--- src/rtl/muldiv_unit.sv ---
// muldiv_unit: multi-cycle MULT/MULTU/DIV/DIVU engine for the execute stage.
// The {hi,lo} result is held in DONE until the writeback side acks or the op is flushed.
module muldiv_unit #(
    parameter int unsigned MUL_CYCLES = 2,
    parameter logic [31:0] DIV0_Q     = 32'hFFFF_FFFF
) (
    input  logic        clk,
    input  logic        reset,
    input  logic        start,
    input  logic [1:0]  op,
    input  logic [31:0] src_a,
    input  logic [31:0] src_b,
    input  logic        flush,
    input  logic        ack,
    output logic        busy,
    output logic        valid,
    output logic [31:0] hi,
    output logic [31:0] lo
);

    typedef enum logic [2:0] {
        S_IDLE,
        S_MUL,
        S_DIV,
        S_FIX,
        S_DONE
    } state_t;

    localparam logic [5:0] MUL_LAST = 6'(MUL_CYCLES - 1);
    localparam logic [5:0] DIV_LAST = 6'd31;

    state_t      state_q, state_d;
    logic [5:0]  cnt_q, cnt_d;
    logic        sgn_q, sgn_d;
    logic [31:0] a_q, a_d;
    logic [31:0] b_q, b_d;
    logic [31:0] rem_q, rem_d;
    logic [31:0] quo_q, quo_d;
    logic [31:0] hi_q, hi_d;
    logic [31:0] lo_q, lo_d;

    logic        src_a_neg;
    logic [31:0] src_a_mag;
    logic        a_neg;
    logic        b_neg;
    logic [31:0] a_mag;
    logic [31:0] b_mag;
    logic [63:0] prod_mag;
    logic [63:0] prod;
    logic [32:0] div_shift;
    logic        div_ge;
    logic [31:0] rem_step;
    logic [31:0] quo_step;
    logic [31:0] q_fix;
    logic [31:0] r_fix;

    // Signed ops work on magnitudes; the sign is put back at the end.
    always_comb begin
        src_a_neg = ~op[0] & src_a[31];
        src_a_mag = src_a_neg ? (32'd0 - src_a) : src_a;
        a_neg     = sgn_q & a_q[31];
        b_neg     = sgn_q & b_q[31];
        a_mag     = a_neg ? (32'd0 - a_q) : a_q;
        b_mag     = b_neg ? (32'd0 - b_q) : b_q;
        prod_mag  = {32'd0, a_mag} * {32'd0, b_mag};
        prod      = (a_neg ^ b_neg) ? (64'd0 - prod_mag) : prod_mag;
    end

    // One restoring step: quotient register doubles as the dividend shifter.
    always_comb begin
        div_shift = {rem_q, quo_q[31]};
        div_ge    = div_shift >= {1'b0, b_mag};
        rem_step  = div_ge ? (div_shift[31:0] - b_mag) : div_shift[31:0];
        quo_step  = {quo_q[30:0], div_ge};
        q_fix     = (a_neg ^ b_neg) ? (32'd0 - quo_q) : quo_q;
        r_fix     = a_neg ? (32'd0 - rem_q) : rem_q;
    end

    always_comb begin
        state_d = state_q;
        cnt_d   = cnt_q;
        sgn_d   = sgn_q;
        a_d     = a_q;
        b_d     = b_q;
        rem_d   = rem_q;
        quo_d   = quo_q;
        hi_d    = hi_q;
        lo_d    = lo_q;
        unique case (state_q)
            S_IDLE: begin
                if (start && !flush) begin
                    state_d = op[1] ? S_DIV : S_MUL;
                    cnt_d   = 6'd0;
                    sgn_d   = ~op[0];
                    a_d     = src_a;
                    b_d     = src_b;
                    rem_d   = 32'd0;
                    quo_d   = src_a_mag;
                end
            end
            S_MUL: begin
                if (flush) begin
                    state_d = S_IDLE;
                end else if (cnt_q == MUL_LAST) begin
                    state_d = S_DONE;
                    hi_d    = prod[63:32];
                    lo_d    = prod[31:0];
                end else begin
                    cnt_d = cnt_q + 6'd1;
                end
            end
            S_DIV: begin
                if (flush) begin
                    state_d = S_IDLE;
                end else begin
                    rem_d = rem_step;
                    quo_d = quo_step;
                    if (cnt_q == DIV_LAST) begin
                        state_d = S_FIX;
                    end else begin
                        cnt_d = cnt_q + 6'd1;
                    end
                end
            end
            S_FIX: begin
                if (flush) begin
                    state_d = S_IDLE;
                end else begin
                    state_d = S_DONE;
                    if (b_q == 32'd0) begin
                        hi_d = a_q;
                        lo_d = DIV0_Q;
                    end else begin
                        hi_d = r_fix;
                        lo_d = q_fix;
                    end
                end
            end
            S_DONE: begin
                if (flush || ack) begin
                    state_d = S_IDLE;
                end
            end
            default: begin
                state_d = S_IDLE;
            end
        endcase
    end

    always_ff @(posedge clk) begin
        if (reset) begin
            state_q <= S_IDLE;
            cnt_q   <= 6'd0;
            sgn_q   <= 1'b0;
            a_q     <= 32'd0;
            b_q     <= 32'd0;
            rem_q   <= 32'd0;
            quo_q   <= 32'd0;
            hi_q    <= 32'd0;
            lo_q    <= 32'd0;
        end else begin
            state_q <= state_d;
            cnt_q   <= cnt_d;
            sgn_q   <= sgn_d;
            a_q     <= a_d;
            b_q     <= b_d;
            rem_q   <= rem_d;
            quo_q   <= quo_d;
            hi_q    <= hi_d;
            lo_q    <= lo_d;
        end
    end

    assign busy  = (state_q != S_IDLE);
    assign valid = (state_q == S_DONE);
    assign hi    = hi_q;
    assign lo    = lo_q;

endmodule

--- config.mk ---
export PLATFORM = sky130hd
export DESIGN_NAME = muldiv_unit
export DESIGN_NICKNAME = d
export VERILOG_FILES = /design/src/rtl/muldiv_unit.sv
export SDC_FILE = /design/constraint.sdc
export NUM_CORES = 2
export LEC_CHECK = 0
export BUFFER_PORTS_ARGS = -buffer_cell sky130_fd_sc_hd__buf_4
export CAP_MARGIN = 20
export CORE_MARGIN = 1
export CORE_UTILIZATION = 60
export CTS_CLUSTER_DIAMETER = 100
export DETAILED_ROUTE_END_ITERATION = 8
export PLACE_DENSITY = 0.8
export SLEW_MARGIN = 5
export SYNTH_ARGS = -nofsm -noshare
export SYNTH_HDL_FRONTEND = slang
export SYNTH_SLANG_ARGS = --single-unit
--- constraint.sdc ---
create_clock -name clk -period 10.8 [get_ports clk]
set_input_delay 2.16 -clock clk [delete_from_list [all_inputs] [get_ports clk]]
set_output_delay 2.16 -clock clk [all_outputs]
set_load 0.05 [all_outputs]
[Yosys cells after proc, flatten, opt, wreduce, memory -nomap -nowiden]
Index checks and enable logic that the tools add are counted.
Storage, ports and cells
  flip-flop bits (word level): 202
  bits of input ports: 71
Cells by class
  add/sub/neg operators: 8
  $mul: 1
  magnitude comparators: 1
  equality and inequality tests: 16
  muxes and demuxes: 38
  bitwise logic cells: 5
  reduce and logical (&&, ||, !) cells: 14
Operators by type and width (number)
  2-to-1 mux 32 bit: 18
  case mux 32 bit (2 select lines): 4
  subtractor 1 x 32 -> 32 bit (first input constant): 5
  multiplier 32 x 32 -> 64 bit: 1
  2-to-1 mux 64 bit: 1
  subtractor 1 x 64 -> 64 bit (first input constant): 1
  greater-or-equal comparator 33 x 32 -> 1 bit: 1
  zero test 32 bit: 1
  subtractor 32 bit: 1
  2-to-1 mux 6 bit: 5
  2-to-1 mux 3 bit: 7
  case mux 6 bit (3 select lines): 1
  case mux 3 bit (5 select lines): 1
  inequality test 2 bit (second input constant): 7
  AND reduction 4 bit: 2
  adder 6 x 1 -> 6 bit (second input constant): 1
  == test 3 x 2 -> 1 bit (second input constant): 2
  == test 6 x 1 -> 1 bit (second input constant): 1
  == test 6 x 5 -> 1 bit (second input constant): 1
  inequality test 3 bit (second input constant): 2
  AND reduction 6 bit: 1
  nonzero test 3 bit: 2
  nonzero test 2 bit: 2
  AND 1 bit: 3
  12 further kinds: 12

[Longest topological paths before layout]
  depth after elaboration: 8
  mapped depth: 42

[Least setup slack after synthesis]
No wires, ideal clock.
  path kind: reg-to-reg
  start point: register a_q[0]
  end point: register hi_q[30] (netlist: hi[30])
  setup time: 0.117 ns
  arrival time: 10.767 ns
  setup slack: -0.085 ns
  stages on the path, launching flop included: 42
  cell sequence: dfxtp_1 -> clkbuf_1 -> clkinv_1 -> clkbuf_1 -> ha_1 -> nor3b_1 -> nand2_1 -> nor2_1 -> nand3b_1 -> o21ai_1 -> o21ai_0 -> o41ai_1 -> xnor2_1 -> clkbuf_1 -> nand2_1 -> fa_1 -> inv_1 -> fa_1 -> (+6 left out) -> fa_1 -> inv_1 -> fa_1 -> inv_1 -> ha_1 -> clkbuf_1 -> a21oi_1 -> o221ai_1 -> a21oi_1 -> o21ai_0 -> a31o_2 -> or2_2 -> o311ai_1 -> o2111ai_1 -> nor4_1 -> a21o_1 -> nand3_1 -> a32o_1
Between the ends
  cells in the longest elaborated chain, start to end: 8
RTL lines
  from (decl): line 35  | logic [31:0] a_q, a_d;
  from (signal assigned): line 155  | a_q <= 32'd0;
  from (signal assigned): line 165  | a_q <= a_d;
  subtractor 1 x 32 -> 32 bit: line 63  | a_mag = a_neg ? (32'd0 - a_q) : a_q;
  2-to-1 mux 32 bit *: line 63
  multiplier 32 x 32 -> 64 bit *: line 65  | prod_mag = {32'd0, a_mag} * {32'd0, b_mag};
  subtractor 1 x 64 -> 64 bit: line 66  | prod = (a_neg ^ b_neg) ? (64'd0 - prod_mag) : prod_mag;
  2-to-1 mux 64 bit *: line 66
  2-to-1 mux 32 bit *: line 104  | end else if (cnt_q == MUL_LAST) begin
  2-to-1 mux 32 bit *: line 102  | if (flush) begin
  case mux 32 bit (2 select lines) *: line 89  | unique case (state_q)
  to (signal assigned): line 169  | hi_q <= hi_d;
  to (decl): line 39  | logic [31:0] hi_q, hi_d;
Mark *: on every way between the ends. The rest lies on a longest branch, timed or not. The select of a mux whose other input is x is not followed.
A chain may end at the register's enable or synchronous reset.

[Worst setup path in the final report]
  start point: register a_q[8]
  end point: register hi_q[27] (netlist: hi[27])
The elaborated chain is that of the path after synthesis.

==> out/results.tsv <==
metric	value	unit
status	finished, violations left	
violations	DRC	
period_minus_slack	10530	ps
ir_drop	160	uV
critical_path_class	register to register	
hold_end	lo[10]$_SDFFE_PP0P_	
synth_cells	5929	
die-area	80600	sq um
slowest_delay	600	ps
finalPower	4.58	mW
cts.sinks	202	
tightest_slew	1200	ps
ys.flop_type	dfxtp_1	
clk_path_buf_depth	3	
finalClockSkew	18.5	ps
cp.arrival	10950	ps
nets	7520	
ys_types	95	
grt_pass1_wl	262000	um
whs_path_depth	2	
crit_path_start_kind	register	
final_common_cell	inv_1	
rrSetupSlack	270	ps
antenna_cells	0	
setup_viol	0	
cts_root_buffer	clkbuf_16	
grt_overflow_total	0	
grt_pass1_vias	44600	
h-tree-depth	1	
required	11220	ps
power.density	84.7	nW/um^2
drtPass1Iterations	9	
utilization	68.5	%
ys_seq_elements	202	
synthArstFlopShare	0	%
first_iter_violations	4624	
antenna_found_initial	5	
path_clk_slew	70	ps
nFillCells	6523	
syn-mean-instance-area	8.04	sq um
die_y	284	um
ios	137	
yosysSeqAreaShare	8.48	%
num_rows	103	
maxCapViolCount	0	
pre_cts_slack	-16.4	ps
layout_setup_ws	271	ps
instances_no_fill	7314	
crit_top_cell	fa_1	
globalplace.congestion	1.04	
ant_nets	0	
worstHoldStart	lo[10]$_SDFFE_PP0P_	
drive_above_1_share	12.8	%
r2r-start	a_q[8]$_SDFFE_PP0P_	
netlist_area	47700	sq um
grt_usage	42.7	%
num_vias	44300	
cts_buffers	21	
reg2reg_depth	34	
slowest_stage	fa_1	
routed_wl	171000	um
finalMaxSlewViolations	0	
final_cell_mix	inv_1, fa_1, nand2_1	
grt_start_max_net_pins	92	
port_buffers	136	
hold_violations	0	
die-width	284	um
placed_cells	7272	
place_hpwl	143000	um
clk_latency	540	ps
maxSlewHeadroom	19.7	%
crit_path_end_kind	register	
syn_to_final_growth	13.3	%
hold_buffers	0	
drc_errors	3	
vias_per_cell	6.06	
syn_nets	7200	
yosys_warnings	0	
core_area	78900	sq um
finalSetupTns	0	ps
critical_path_peak_fanout	7	
fmax	0.0950	GHz
worstHoldPathType	register to register	
routedWlPerCell	23.3	um
reg2reg_to	hi[27]$_SDFFE_PP0P_	
cts_tree	yes	
start_util	60.5	%
synth_edf_count	0	
p_leak	25.8	nW
fin_crit_sh	97.5	%
[sequential cells by signal (all words and copies together) (netlist names)]
| register | flops |
|---|---|
| a_q | 32 |
| b_q | 32 |
| hi | 32 |
| lo | 32 |
| quo_q | 32 |
| rem_q | 32 |
| cnt_q | 6 |
| state_q | 3 |
| sgn_q | 1 |
[cells in the mapped netlist, types with 10 or more instances]
cell      instances  area [sq um]
inv_1           948          3560
fa_1            897         18000
nand2_1         839          3150
nor2_1          838          3150
a21oi_1         340          1700
clkbuf_1        313          1170
ha_1            303          3790
dfxtp_1         202          4040
xnor2_1         144          1260
xor2_1          137          1200
o21ai_0         136           681
nor3_1           84           420
a211oi_1         43           323
a21o_1           41           308
nor4_1           41           257
a31oi_1          36           225
or3_1            36           225
nand3_1          34           170
nand4_1          34           213
o211ai_1         30           225
nand2b_1         29           181
o221ai_1         28           245
and2_1           24           150
o31ai_1          22           165
mux2i_1          21           210
nor2b_1          19           119
o21a_1           19           143
or4_1            17           128
a311oi_1         15           131
and3_1           15          93.8
o21bai_1         15           113
o21ai_1          14          70.1
o41ai_1          13           114
or2_2            13          81.3
a22o_1           12           105
a22oi_1          12          90.1
buf_2            11          55.1
and4_1           10          87.6
[worst max path at each step]
stage                         from                  end  slack [ps]  cells after the start
3_5_place_dp   a_q[4]$_SDFFE_PP0P_  hi[28]$_SDFFE_PP0P_         -20                     39
6_report       a_q[8]$_SDFFE_PP0P_  hi[27]$_SDFFE_PP0P_         270                     34
4_1_cts        a_q[8]$_SDFFE_PP0P_  hi[22]$_SDFFE_PP0P_          70                     37
5_1_grt        a_q[8]$_SDFFE_PP0P_  hi[27]$_SDFFE_PP0P_         -50                     33
3_3_place_gp   a_q[4]$_SDFFE_PP0P_  hi[27]$_SDFFE_PP0P_         170                     36
2_1_floorplan  a_q[0]$_SDFFE_PP0P_  hi[18]$_SDFFE_PP0P_          80                     40
[layer usage]
layer  up-vias  global-route usage (%)  share of wire [%]
met3       547                    10.9                 12
met5         -                       0             0.0064
met2      2715                    66.3                 44
li1      19300                       -                  -
met4         2                    19.6                5.6
met1     21800                    56.2                 38
[power breakdown]
part | switching [mW] | internal (mW) | total [mW]
logic | 1.82 | 1.12 | 2.93
registers | 0.0736 | 0.787 | 0.861
clock network | 0.343 | 0.442 | 0.785
[cells by family (layout without fill, tap and decap cells)]
kind of cell | count (synthesis) | in the layout | share of synthesized area [%]
adders and majority gates | 1200 | 1200 | 45.6
AOI/OAI and AO/OA | 862 | 862 | 11.6
buffers and inverters | 1286 | 1621 | 10.2
and+or+nand+nor | 2075 | 2075 | 18.5
DFF | 202 | 202 | 8.48
xor gates and xnor gates | 281 | 281 | 5.16
muxes | 23 | 23 | 0.488
[worst max-delay path: cells and delay by family (launching register included)]
family / cells / cell delay [ps]
xor+xnor: 2 / 410
flops: 1 / 310
mux: 1 / 150
fa+ha+maj: 9 / 4580
compound gates: 3 / 640
simple gates: 13 / 3620
buf+inv: 6 / 690
[repair_timing]
item | CTS | global route
pin swaps | 0 | 9
resized for setup | 2 | 57
buffers inserted | 0 | 3
hold endpoints to repair | 0 | 0
endpoints found under the setup margin | 8 | 33
[metrics by stage]
stage	area [sq um]	hold slack [ps]
final	54000	455
after floorplan	47700	455
after global routing	54000	478
after global placement	53000	441
after detailed placement	53000	447
after CTS	53700	456
[layout make-up]
type | instances | area, sq um | share of cell area [%]
clock inverter | 13 | 163 | 0.301
sequential | 202 | 4040 | 7.49
timing repair buffer | 627 | 4960 | 9.18
tap | 1050 | 1310 | 2.43
inverter | 956 | 3590 | 6.64
clock buffer | 25 | 551 | 1.02
multi-input combinational | 4441 | 39400 | 72.9
No activity file was read; power rests on OpenSTA's default activity.
